`config.mk`:
```
export PLATFORM = sky130hd
export DESIGN_NAME = uart_rx_param
export DESIGN_NICKNAME = d
export VERILOG_FILES = /design/src/rtl/uart_pkg.sv /design/src/rtl/uart_baud_tick.sv /design/src/rtl/uart_rx_param.sv
export SDC_FILE = /design/constraint.sdc
export NUM_CORES = 1
export LEC_CHECK = 0
export CORE_MARGIN = 2
export CORE_UTILIZATION = 52
export DETAILED_ROUTE_END_ITERATION = 6
export PLACE_DENSITY = 0.76
export SLEW_MARGIN = 5
export SYNTH_ARGS = -nofsm -noshare
export SYNTH_HDL_FRONTEND = slang
export SYNTH_SLANG_ARGS = --single-unit
```
`constraint.sdc`:
```
create_clock -name clock -period 2.2 [get_ports clock]
set_clock_uncertainty 0.1 [all_clocks]
set_input_delay 0.33 -clock clock [delete_from_list [all_inputs] [get_ports clock]]
set_output_delay 0.33 -clock clock [all_outputs]
set_load 0.05 [all_outputs]
```
`src/rtl/uart_pkg.sv`:
```
// Shared types and helpers for the UART receive/transmit blocks.
package uart_pkg;

    typedef enum logic [1:0] {
        PARITY_NONE = 2'd0,
        PARITY_EVEN = 2'd1,
        PARITY_ODD  = 2'd2
    } parity_mode_t;

    typedef enum logic [2:0] {
        ST_IDLE,
        ST_START,
        ST_DATA,
        ST_PARITY,
        ST_STOP,
        ST_RECOVER
    } rx_state_t;

    localparam int SYNC_STAGES   = 2;
    localparam int MAX_DATA_BITS = 9;

    // Expected parity bit for a zero-extended data word.
    function automatic logic parity_of(input logic [MAX_DATA_BITS-1:0] data,
                                       input parity_mode_t mode);
        logic p;
        p = ^data;
        return (mode == PARITY_ODD) ? ~p : p;
    endfunction

endpackage

```
`src/rtl/uart_baud_tick.sv`:
```
// Oversample tick generator: reloading down-counter with a divider latched on restart.
module uart_baud_tick #(
    parameter int DIV_WIDTH = 16
) (
    input  logic                 clock,
    input  logic                 reset,
    input  logic                 restart,
    input  logic [DIV_WIDTH-1:0] baud_divider,
    output logic                 tick
);

    logic [DIV_WIDTH-1:0] div_q;
    logic [DIV_WIDTH-1:0] count_q;

    // A divider of 0 behaves like 1, i.e. a tick every clock.
    function automatic logic [DIV_WIDTH-1:0] reload_of(input logic [DIV_WIDTH-1:0] div);
        return (div == '0) ? '0 : div - DIV_WIDTH'(1);
    endfunction

    always_ff @(posedge clock) begin
        if (reset) begin
            div_q   <= '0;
            count_q <= '0;
        end else if (restart) begin
            div_q   <= baud_divider;
            count_q <= reload_of(baud_divider);
        end else if (count_q == '0) begin
            count_q <= reload_of(div_q);
        end else begin
            count_q <= count_q - DIV_WIDTH'(1);
        end
    end

    assign tick = (count_q == '0) && !restart;

endmodule

```
`src/rtl/uart_rx_param.sv`:
```
// Parametrised UART receiver with majority-vote oversampling and a one-deep output stream.
//   state   | meaning
//   IDLE    | line idle, watching rx_s for a falling edge
//   START   | validating the start bit (high vote = false start)
//   DATA    | shifting data bits in, LSB first
//   PARITY  | sampling and checking the parity bit
//   STOP    | checking stop bits; frame commits on last stop decision
//   RECOVER | line held low after frame (break), wait for high
module uart_rx_param
    import uart_pkg::*;
#(
    parameter int DATA_BITS   = 8,
    parameter int PARITY_MODE = 0,
    parameter int STOP_BITS   = 1,
    parameter int OVERSAMPLE  = 16,
    parameter int DIV_WIDTH   = 16
) (
    input  logic                 clock,
    input  logic                 reset,
    input  logic [DIV_WIDTH-1:0] baud_divider,
    input  logic                 rx,
    output logic                 data_valid,
    input  logic                 data_ready,
    output logic [DATA_BITS-1:0] data_bits,
    output logic                 parity_error,
    output logic                 frame_error,
    output logic                 break_detect,
    output logic                 overrun,
    output logic                 busy
);

    localparam int                OS_W      = $clog2(OVERSAMPLE);
    localparam logic [OS_W-1:0]   OS_S0     = OS_W'(OVERSAMPLE / 2 - 1);
    localparam logic [OS_W-1:0]   OS_S1     = OS_W'(OVERSAMPLE / 2);
    localparam logic [OS_W-1:0]   OS_DECIDE = OS_W'(OVERSAMPLE / 2 + 1);
    localparam logic [OS_W-1:0]   OS_LAST   = OS_W'(OVERSAMPLE - 1);
    localparam logic [3:0]        DATA_LAST = 4'(DATA_BITS - 1);
    localparam logic [3:0]        STOP_LAST = 4'(STOP_BITS - 1);
    localparam parity_mode_t      PMODE     = parity_mode_t'(2'(PARITY_MODE));

    rx_state_t              state_q, state_d;
    logic [SYNC_STAGES-1:0] sync_q;
    logic                   rx_s, rx_prev_q;
    logic                   tick, start_det, commit, decide, bit_end, voted;
    logic [OS_W-1:0]        os_cnt_q;
    logic [3:0]             bit_cnt_q;
    logic [1:0]             samp_q;
    logic [DATA_BITS-1:0]   shift_q;
    logic                   par_bit_q, par_err_q, frm_err_q;
    logic                   accept, commit_ferr, commit_brk;

    always_ff @(posedge clock) begin
        if (reset) begin
            sync_q    <= '1;
            rx_prev_q <= 1'b1;
        end else begin
            sync_q    <= {sync_q[SYNC_STAGES-2:0], rx};
            rx_prev_q <= rx_s;
        end
    end

    assign rx_s = sync_q[SYNC_STAGES-1];

    uart_baud_tick #(.DIV_WIDTH(DIV_WIDTH)) u_tick (
        .clock        (clock),
        .reset        (reset),
        .restart      (start_det),
        .baud_divider (baud_divider),
        .tick         (tick)
    );

    assign decide  = tick && (os_cnt_q == OS_DECIDE);
    assign bit_end = tick && (os_cnt_q == OS_LAST);
    // Third sample is the live rx_s on the decision tick.
    assign voted   = (samp_q[0] & samp_q[1]) | (samp_q[0] & rx_s) | (samp_q[1] & rx_s);

    always_ff @(posedge clock) begin
        if (reset) state_q <= ST_IDLE;
        else       state_q <= state_d;
    end

    always_comb begin
        state_d   = state_q;
        start_det = 1'b0;
        commit    = 1'b0;
        case (state_q)
            ST_IDLE: begin
                if (rx_prev_q && !rx_s) begin
                    start_det = 1'b1;
                    state_d   = ST_START;
                end
            end
            ST_START: begin
                if (decide && voted) state_d = ST_IDLE;
                else if (bit_end)    state_d = ST_DATA;
            end
            ST_DATA: begin
                if (bit_end && bit_cnt_q == DATA_LAST)
                    state_d = (PMODE == PARITY_NONE) ? ST_STOP : ST_PARITY;
            end
            ST_PARITY: begin
                if (bit_end) state_d = ST_STOP;
            end
            ST_STOP: begin
                // Commit mid-bit so back-to-back frames are never missed.
                if (decide && bit_cnt_q == STOP_LAST) begin
                    commit  = 1'b1;
                    state_d = rx_s ? ST_IDLE : ST_RECOVER;
                end
            end
            ST_RECOVER: begin
                if (rx_s) state_d = ST_IDLE;
            end
            default: state_d = ST_IDLE;
        endcase
    end

    always_ff @(posedge clock) begin
        if (reset) begin
            os_cnt_q  <= '0;
            bit_cnt_q <= '0;
            samp_q    <= '1;
            shift_q   <= '0;
            par_bit_q <= 1'b0;
            par_err_q <= 1'b0;
            frm_err_q <= 1'b0;
        end else if (start_det) begin
            os_cnt_q  <= '0;
            bit_cnt_q <= '0;
            par_err_q <= 1'b0;
            frm_err_q <= 1'b0;
        end else if (tick && state_q != ST_IDLE) begin
            os_cnt_q <= bit_end ? '0 : os_cnt_q + OS_W'(1);
            if (os_cnt_q == OS_S0) samp_q[0] <= rx_s;
            if (os_cnt_q == OS_S1) samp_q[1] <= rx_s;
            if (bit_end) bit_cnt_q <= (state_d != state_q) ? '0 : bit_cnt_q + 4'd1;
            if (decide) begin
                case (state_q)
                    ST_DATA:   shift_q <= {voted, shift_q[DATA_BITS-1:1]};
                    ST_PARITY: begin
                        par_bit_q <= voted;
                        par_err_q <= voted != parity_of(MAX_DATA_BITS'(shift_q), PMODE);
                    end
                    ST_STOP:   if (!voted) frm_err_q <= 1'b1;
                    default:   ;
                endcase
            end
        end
    end

    assign accept      = data_valid && data_ready;
    assign commit_ferr = frm_err_q | ~voted;
    assign commit_brk  = commit_ferr && (shift_q == '0) &&
                         ((PMODE == PARITY_NONE) || !par_bit_q);

    always_ff @(posedge clock) begin
        if (reset) begin
            data_valid   <= 1'b0;
            data_bits    <= '0;
            parity_error <= 1'b0;
            frame_error  <= 1'b0;
            break_detect <= 1'b0;
            overrun      <= 1'b0;
        end else begin
            overrun <= commit && data_valid && !accept;
            if (commit && (!data_valid || accept)) begin
                data_valid   <= 1'b1;
                data_bits    <= shift_q;
                parity_error <= par_err_q;
                frame_error  <= commit_ferr;
                break_detect <= commit_brk;
            end else if (accept) begin
                data_valid <= 1'b0;
            end
        end
    end

    assign busy = (state_q != ST_IDLE);

endmodule
```
==> impl_metrics.yaml, run 1 <==
power:
  powerDensity_nw_per_um2: 912.6
  finalPower_mw: 4.766
  leakage_nw: 2.062
  peakVddDrop_v: 0.0005301
timing:
  finalSetupViolations: 0
  min_period_ns: 2.172
  setup_slack_ns: 0.02804
  tightestPinTransition_ns: 0.5127
  fin_crit_sh: 0.9873
  slew_headroom: 0.6494
  fin_tns_setup_ns: 0
  rsz0062_at_grt: "yes"
  whs_ns: 0.3177
  fmax_mhz: 460.4
  hold_viol_final: 0
  drv_slew: 0
synth:
  synth_edf_count: 0
  synth_ff_type: "dfxtp_1"
  synth_area_sq_um: 3980
  ys_warn_count: 0
  async_flop_share: 0
  syn_inst: 492
  ys_ff_latch: 71
  synth_top_cell_by_area: "dfxtp_1"
  yosys-top-cells-area: "dfxtp_1 (36%), nand2_1 (7.5%), xnor2_1 (5.1%), a21oi_1 (4.5%), nor2_1 (4.5%)"
  syn_nets: 524
  yosysSeqAreaShare: 0.3571
  yosysUniqueCellTypes: 62
  synth_top_area_share: 0.3571
  avgSynthCellArea_sq_um: 8.090
cells_and_area:
  fillers: 565
  postLayoutCellArea_sq_um: 5223
  layout_common_cells: "nand2_1 (77), dfxtp_1 (69), buf_4 (69)"
  finish.utilization: 0.7124
  multi_input_area_sq_um: 2497
  drive_above_1_share: 0.2234
  area_growth_pct: 31.22
  seq_area_sq_um: 1424
  nets: 618
  diodes: 0
  final_common_cell: "nand2_1"
  finalNonFillerCells: 690
routing:
  postRouteAntennaNets: 0
  drt_pre_antenna_iters: 5
  drt_iter0_drc: 238
  wirelength_um: 10670
  viasPerCell: 5.681
  wl_per_cell_um: 15.46
  num_vias: 3920
  remaining_drc_errors: 0
critical_path:
  r2r-start: "u_tick.count_q[0]$_SDFF_PP0_"
  ff2ff_path_depth: 9
  cp_slowest_cell: "or3_4"
  cp_num_buf_inv: 2
  crit_path_max_fanout: 7
  startpoint_type: "flop"
  r2r_slack_ns: 0.03
  cpLargestDelayFamily: "simple AND/OR/NAND/NOR gates"
  crit_chain: "inv_2 > ha_4 > nor3b_4 > nand4_4 > buf_8 > or3_4 > nor4_4 > o2111ai_2 > nand2_1"
  worst-setup-path-type: "flop to flop"
  r2r_end: "bit_cnt_q[2]$_SDFFE_PP0P_"
  crit_required_ns: 2.39
  critPathArrivalTime_ns: 2.36
  critPathMaxStageDelay_ns: 0.43
  endpoint_kind: "flop"
placement:
  placed_cell_area_sq_um: 4861
  dp_hpwl_um: 7896
  dp_cells: 670
  dpl_worst_slack_ns: -0.2620
  gp_congestion: 0.9205
  port_buffers: 33
clocking:
  cts_tree: "built"
  cts_buffers: 9
  cts_sinks: 71
  ctsLongestPathBuffers: 2
  htreeDepth: 3
  clk_pin_slew_ns: 0.08
  clkLatencyLatePin_ns: 0.35
  ctsHoldBuffers: 0
  cts_root_buf: "clkbuf_8"
global_route:
  grt_max_degree: 31
  grt_usage: 0.2588
  grt_pass1_vias: 3776
  grt_first_pass_wirelength_um: 17480
  grt-ovfl-total: 0
  antenna_found_initial: 0
floorplanning:
  die_area_sq_um: 8370
  die_w_um: 91.49
  ioPinCount: 34
  dieHeight_um: 91.49
  core_area_sq_um: 7331
  start_util: 0.5429
  rows: 31
outcome:
  status: "finished, final reports clean"
flow_run:
  max_cap_viol_count: 0
worst_hold_path:
  whs_endpoint: "sync_q[1]$_SDFF_PP1_"
  min_from: "sync_q[0]$_SDFF_PP1_"
  holdPathStages: 1
  hold_class: "flop to flop"
## layer usage
metal / track usage / wire length, um / vias up
met4: 0.1023 / 208 / 0
met2: 0.4259 / 5258 / 118
met3: 0.05311 / 511 / 22
li1: - / - / 1908
met1: 0.3309 / 4689 / 1872
met5: 0 / 0 / -
## layout make-up
type	count	area share
flip-flops and latches	71	0.2726
well taps	99	0.02372
inverters	28	0.02012
clock inverters	7	0.01174
multi-input cells	371	0.4782
clock buffers	9	0.02372
repair buffers	105	0.1699
## cell families after synthesis
group                      count (synthesis)  share of synthesized area
muxes                                     13                    0.03269
buffers and inverters                     50                    0.05187
and+or+nand+nor                          216                     0.2842
AOI/OAI and AO/OA                         89                     0.1459
DFF                                       71                     0.3571
adders and majority gates                 13                    0.04024
xor gates and xnor gates                  40                    0.08802
## state kept, by name, indices dropped and copies added (netlist names), 2 cells and up
| register | cells |
|---|---|
| bit_cnt_q | 4 |
| data_bits | 8 |
| os_cnt_q | 4 |
| samp_q | 2 |
| shift_q | 8 |
| state_q | 3 |
| sync_q | 2 |
| u_tick.count_q | 16 |
| u_tick.div_q | 16 |
## worst register-to-register path, stage by stage, from the launching register on
cell	delay (ns)
dfxtp_2	0.34
inv_2	0.07
ha_4	0.13
nor3b_4	0.26
nand4_4	0.15
buf_8	0.18
or3_4	0.43
nor4_4	0.27
o2111ai_2	0.12
nand2_1	0.08
## power breakdown
part           switching [mW]  total [mW]  internal [mW]
Combinational            1.13        2.19           1.06
Clock                   0.548       0.978          0.430
Sequential              0.174        1.60           1.43
## cell usage after synthesis (all sizes together) (2+ instances only)
master,number
a211oi,2
a21oi,36
a31oi,3
and3,5
buf,10
clkbuf,12
dfxtp,71
ha,12
inv,27
mux2i,13
nand2,79
nand2b,4
nand3,14
nand3b,5
nand4,11
nand4b,2
nor2,49
nor3,14
nor3b,5
nor4,14
o211ai,3
o21ai,13
o22a,2
o22ai,13
o2bb2ai,2
o311ai,2
o31ai,2
o41ai,3
or2,2
or3,5
xnor2,23
xor2,17
## how the worst max path moves through the flow
stage / to / startpoint / cells past startpoint / slack (ns)
6_report: bit_cnt_q[2]$_SDFFE_PP0P_ / u_tick.count_q[0]$_SDFF_PP0_ / 9 / 0.03
5_1_grt: bit_cnt_q[2]$_SDFFE_PP0P_ / u_tick.count_q[0]$_SDFF_PP0_ / 9 / -0.1
4_1_cts: bit_cnt_q[3]$_SDFFE_PP0P_ / u_tick.count_q[0]$_SDFF_PP0_ / 9 / -0.03
3_5_place_dp: u_tick.count_q[9]$_SDFF_PP0_ / baud_divider[0] / 10 / -0.26
3_3_place_gp: u_tick.count_q[9]$_SDFF_PP0_ / baud_divider[0] / 10 / -0.14
2_1_floorplan: bit_cnt_q[3]$_SDFFE_PP0P_ / u_tick.count_q[0]$_SDFF_PP0_ / 9 / 0.02
## what timing repair did
| item | CTS | global route |
|---|---|---|
| hold endpoints to repair | 0 | 0 |
| gates resized for setup | 5 | 30 |
| setup endpoints to repair | 5 | 38 |
| buffers inserted | 1 | 3 |
| pin swaps | 1 | 16 |
(Power assumes the default switching activity.)
==> run 2, diff against run 1 <==
- CAP_MARGIN: not set -> 20
- CORE_UTILIZATION: 52 -> 30
- PLACE_DENSITY: 0.76 -> 0.49
==> impl_metrics.yaml, run 2 (synthesis results as in run 1) <==
outcome:
  status: "finished, final reports clean"
timing:
  hold_viol_final: 0
  fmax_mhz: 456.4
  whs_ns: 0.3191
  rsz0062_at_grt: "yes"
  drv_slew: 0
  finalSetupViolations: 0
  fin_crit_sh: 0.9959
  slew_headroom: 0.6680
  tightestPinTransition_ns: 0.4964
  min_period_ns: 2.191
floorplanning:
  die_area_sq_um: 14200
  ioPinCount: 34
  start_util: 0.3042
  rows: 42
  die_w_um: 119.2
  dieHeight_um: 119.2
  core_area_sq_um: 13090
global_route:
  grt_pass1_vias: 3665
  grt-ovfl-total: 0
  grt_first_pass_wirelength_um: 18010
  grt_usage: 0.1602
  grt_max_degree: 25
  antenna_found_initial: 0
clocking:
  cts_root_buf: "clkbuf_16"
  htreeDepth: 3
  cts_tree: "built"
  ctsLongestPathBuffers: 2
  ctsHoldBuffers: 0
  cts_sinks: 71
  clk_pin_slew_ns: 0.06
  cts_buffers: 9
  clkLatencyLatePin_ns: 0.34
cells_and_area:
  postLayoutCellArea_sq_um: 5473
  reg_top3: "u_tick.count_q x16, u_tick.div_q x16"
  nets: 626
  area_growth_pct: 37.50
  finish.utilization: 0.4182
  final_common_cell: "buf_4"
  fillers: 1320
  diodes: 0
  layout_common_cells: "buf_4 (78), nand2_1 (77), dfxtp_1 (69)"
  drive_above_1_share: 0.2187
placement:
  port_buffers: 33
  placed_cell_area_sq_um: 5002
  dp_hpwl_um: 8314
  gp_congestion: 0.8443
routing:
  drt_pre_antenna_iters: 4
  postRouteAntennaNets: 0
  drt_iter0_drc: 224
  wirelength_um: 11250
  remaining_drc_errors: 0
  wl_per_cell_um: 14.51
  num_vias: 3823
  viasPerCell: 4.933
critical_path:
  crit_path_max_fanout: 3
  startpoint_type: "flop"
  r2r_slack_ns: 0.009
  critPathArrivalTime_ns: 2.32
  endpoint_kind: "flop"
  worst-setup-path-type: "flop to flop"
  crit_required_ns: 2.33
power:
  peakVddDrop_v: 0.0005176
  leakage_nw: 2.174
  powerDensity_nw_per_um2: 1000
worst_hold_path:
  hold_class: "flop to flop"
flow_run:
  max_cap_viol_count: 0
run 2: cell count changes in the layout (fill, tap and decap cells not counted), sizes merged:
cell / change
clkinv: +1
inv: -2
clkbuf: +1
bufinv: +2
clkinvlp: -2
buf: +8
run 2: worst max-delay path, cell delays in order, from the launching register on:
cell and delay (ns):
dfxtp_2 0.33, buf_6 0.12, or4_4 0.55, nor3_4 0.28, buf_4 0.16, nand4_1 0.09, mux2i_1 0.21, o21ai_1 0.10
o2bb2ai_1 0.13
run 2: path summary, 6_finish.rpt:
| path | from | cells after the start | to |
|---|---|---|---|
| worst min register to register | sync_q[0]$_SDFF_PP1_ | 1 | sync_q[1]$_SDFF_PP1_ |
| worst min-delay path | sync_q[0]$_SDFF_PP1_ | 1 | sync_q[1]$_SDFF_PP1_ |
| worst max-delay path | u_tick.count_q[0]$_SDFF_PP0_ | 8 | u_tick.count_q[15]$_SDFF_PP0_ |
| worst max register to register | u_tick.count_q[0]$_SDFF_PP0_ | 8 | u_tick.count_q[15]$_SDFF_PP0_ |
run 2: per-layer routing:
| layer | share of wire | GRT usage | vias to the layer above |
|---|---|---|---|
| met5 | 0 | 0 | - |
| met4 | 0.015 | 0.05878 | 0 |
| met1 | 0.49 | 0.2120 | 1818 |
| met3 | 0.039 | 0.04215 | 14 |
| li1 | - | - | 1921 |
| met2 | 0.46 | 0.2504 | 70 |
run 2: per-stage QoR:
stage	total power [mW]	std cells	TNS (ns)	setup slack, ns
after floorplan	2.828	492	0	0.01676
after global placement	3.602	753	-3.163	-0.2086
after detailed placement	3.609	753	-4.287	-0.2806
after CTS	5.319	770	0	0.003965
after global routing	5.767	775	-0.5770	-0.06982
final	5.475	775	0	0.009027
run 2: what timing repair did:
action                     CTS  global route
gates resized for setup      5            19
setup endpoints to repair   13            46
pin swaps                    1            16
setup buffers                1             5
run 2: final cells by class:
class	count	area [sq um]	share of cell area
Clock buffer	10	239.0	0.04367
Clock inverter	6	91.34	0.01669
Inverter	28	105.1	0.01920
Multi-Input combinational cell	371	2454	0.4483
Sequential cell	71	1424	0.2602
Tap cell	176	220.2	0.04024
Timing Repair Buffer	113	939.7	0.1717
run 2: power by group:
group	leakage (nW)	internal [mW]	total [mW]	switching [mW]
registers	0.577	1.43	1.60	0.164
logic	1.43	1.12	2.25	1.12
clock network	0.163	1.03	1.63	0.601
total	2.17	3.59	5.48	1.89
==> run 3, diff against run 2 <==
- PLACE_DENSITY: 0.49 -> 0.47
- clock period: 2.2 -> 2.6 ns (I/O delays scaled with it)
==> impl_metrics.yaml, run 3 (synthesis results as in run 1) <==
critical_path:
  startpoint_type: "flop"
  ff2ff_path_depth: 9
  r2r_end: "bit_cnt_q[3]$_SDFFE_PP0P_"
  r2r_slack_ns: 0.18
  endpoint_kind: "flop"
  crit_path_max_fanout: 7
  critPathArrivalTime_ns: 2.56
  crit_required_ns: 2.73
  cp-endpoint: "bit_cnt_q[3]$_SDFFE_PP0P_"
  r2r-start: "u_tick.count_q[1]$_SDFF_PP0_"
  critical_path.startpoint: "u_tick.count_q[1]$_SDFF_PP0_"
  worst-setup-path-type: "flop to flop"
timing:
  finalSetupViolations: 0
  hold_viol_final: 0
  setup_slack_ns: 0.1774
  drv_slew: 0
  fin_crit_sh: 0.9318
  fin_tns_setup_ns: 0
  rsz0062_at_grt: "no"
  min_period_ns: 2.423
  fmax_mhz: 412.8
  tightestPinTransition_ns: 0.6265
  slew_headroom: 0.5789
  whs_ns: 0.3145
clocking:
  clkLatencyLatePin_ns: 0.34
  ctsHoldBuffers: 0
  cts_repair_resize_count: 0
  cts_sinks: 71
  clk_pin_slew_ns: 0.06
  htreeDepth: 3
  cts_root_buf: "clkbuf_16"
  ctsLongestPathBuffers: 2
  cts_tree: "built"
  cts_buffers: 9
  post_cts_buffers: 0
global_route:
  grt-ovfl-total: 0
  grt_max_degree: 28
  grt_first_pass_wirelength_um: 17780
  antenna_found_initial: 0
  grt_pass1_vias: 3450
  grt_usage: 0.1603
power:
  powerDensity_nw_per_um2: 799.5
  leakage_nw: 1.905
  peakVddDrop_v: 0.0003407
  finalPower_mw: 3.966
outcome:
  status: "finished, final reports clean"
floorplanning:
  die_w_um: 119.2
  rows: 42
  start_util: 0.3042
  die_area_sq_um: 14200
  dieHeight_um: 119.2
  core_area_sq_um: 13090
  ioPinCount: 34
routing:
  drt_pre_antenna_iters: 4
  remaining_drc_errors: 0
  num_vias: 3580
  wl_per_cell_um: 14.87
  postRouteAntennaNets: 0
  wirelength_um: 10810
  viasPerCell: 4.924
  drt_iter0_drc: 236
flow_run:
  max_cap_viol_count: 0
cells_and_area:
  final_common_cell: "nand2_1"
  finish.utilization: 0.3790
  diodes: 0
  reg_top3: "u_tick.count_q x16, u_tick.div_q x16"
  nets: 578
  fillers: 1344
  area_growth_pct: 24.61
  layout_common_cells: "nand2_1 (79), dfxtp_1 (71), nor2_1 (48)"
  postLayoutCellArea_sq_um: 4960
  finalNonFillerCells: 727
  drive_above_1_share: 0.1198
worst_hold_path:
  hold_class: "flop to flop"
placement:
  gp_congestion: 0.8235
  placed_cell_area_sq_um: 4682
  port_buffers: 33
  dp_hpwl_um: 7998
  dp_cells: 711
  dpl_worst_slack_ns: 0.01596
-- run 3: cell count changes in the layout (fill, tap and decap cells not counted), sizes merged --
| cell | previous run | this run |
|---|---|---|
| buf | 81 | 32 |
| bufinv | 2 | 0 |
| clkinvlp | 0 | 3 |
| dlymetal6s2s | 0 | 1 |
| inv | 29 | 28 |
-- run 3: metal layers --
metal / GRT usage / routed length (um) / vias to the layer above
met3: 0.04167 / 380 / 11
met1: 0.2224 / 5505 / 1689
li1: - / - / 1831
met5: 0 / 0 / -
met2: 0.2425 / 4791 / 49
met4: 0.05060 / 133 / 0
-- run 3: layout make-up --
| type | count | area [sq um] | share of cell area |
|---|---|---|---|
| multi-input combinational | 371 | 2354 | 0.4745 |
| clock buffer | 10 | 229.0 | 0.04617 |
| tap | 176 | 220.2 | 0.04440 |
| sequential | 71 | 1421 | 0.2866 |
| clock inverter | 6 | 45.04 | 0.009082 |
| inverter | 28 | 105.1 | 0.02119 |
| timing repair buffer | 65 | 585.6 | 0.1181 |
-- run 3: worst min path at each step --
stage	start	to	slack [ns]	depth (start not counted)
6_report	sync_q[0]$_SDFF_PP1_	sync_q[1]$_SDFF_PP1_	0.31	1
5_1_grt	sync_q[0]$_SDFF_PP1_	sync_q[1]$_SDFF_PP1_	0.34	1
4_1_cts	sync_q[0]$_SDFF_PP1_	sync_q[1]$_SDFF_PP1_	0.32	1
3_5_place_dp	sync_q[0]$_SDFF_PP1_	sync_q[1]$_SDFF_PP1_	0.31	1
3_3_place_gp	sync_q[0]$_SDFF_PP1_	sync_q[1]$_SDFF_PP1_	0.31	1
2_1_floorplan	sync_q[0]$_SDFF_PP1_	sync_q[1]$_SDFF_PP1_	0.29	1
-- run 3: worst max-delay path, stage by stage (launching register included) --
cell      delay (ns)
dfxtp_1         0.31
inv_1           0.06
ha_1            0.17
nor3b_2         0.30
nand4_2         0.32
buf_4           0.27
nor2_2          0.17
nand4_1         0.23
o2111a_1        0.21
a31o_1          0.17
-- run 3: where the power goes --
part | internal, mW | switching (mW) | leakage (nW)
registers | 1.21 | 0.154 | 0.577
logic | 0.668 | 0.794 | 1.20
clock network | 0.648 | 0.493 | 0.125
total | 2.52 | 1.44 | 1.90
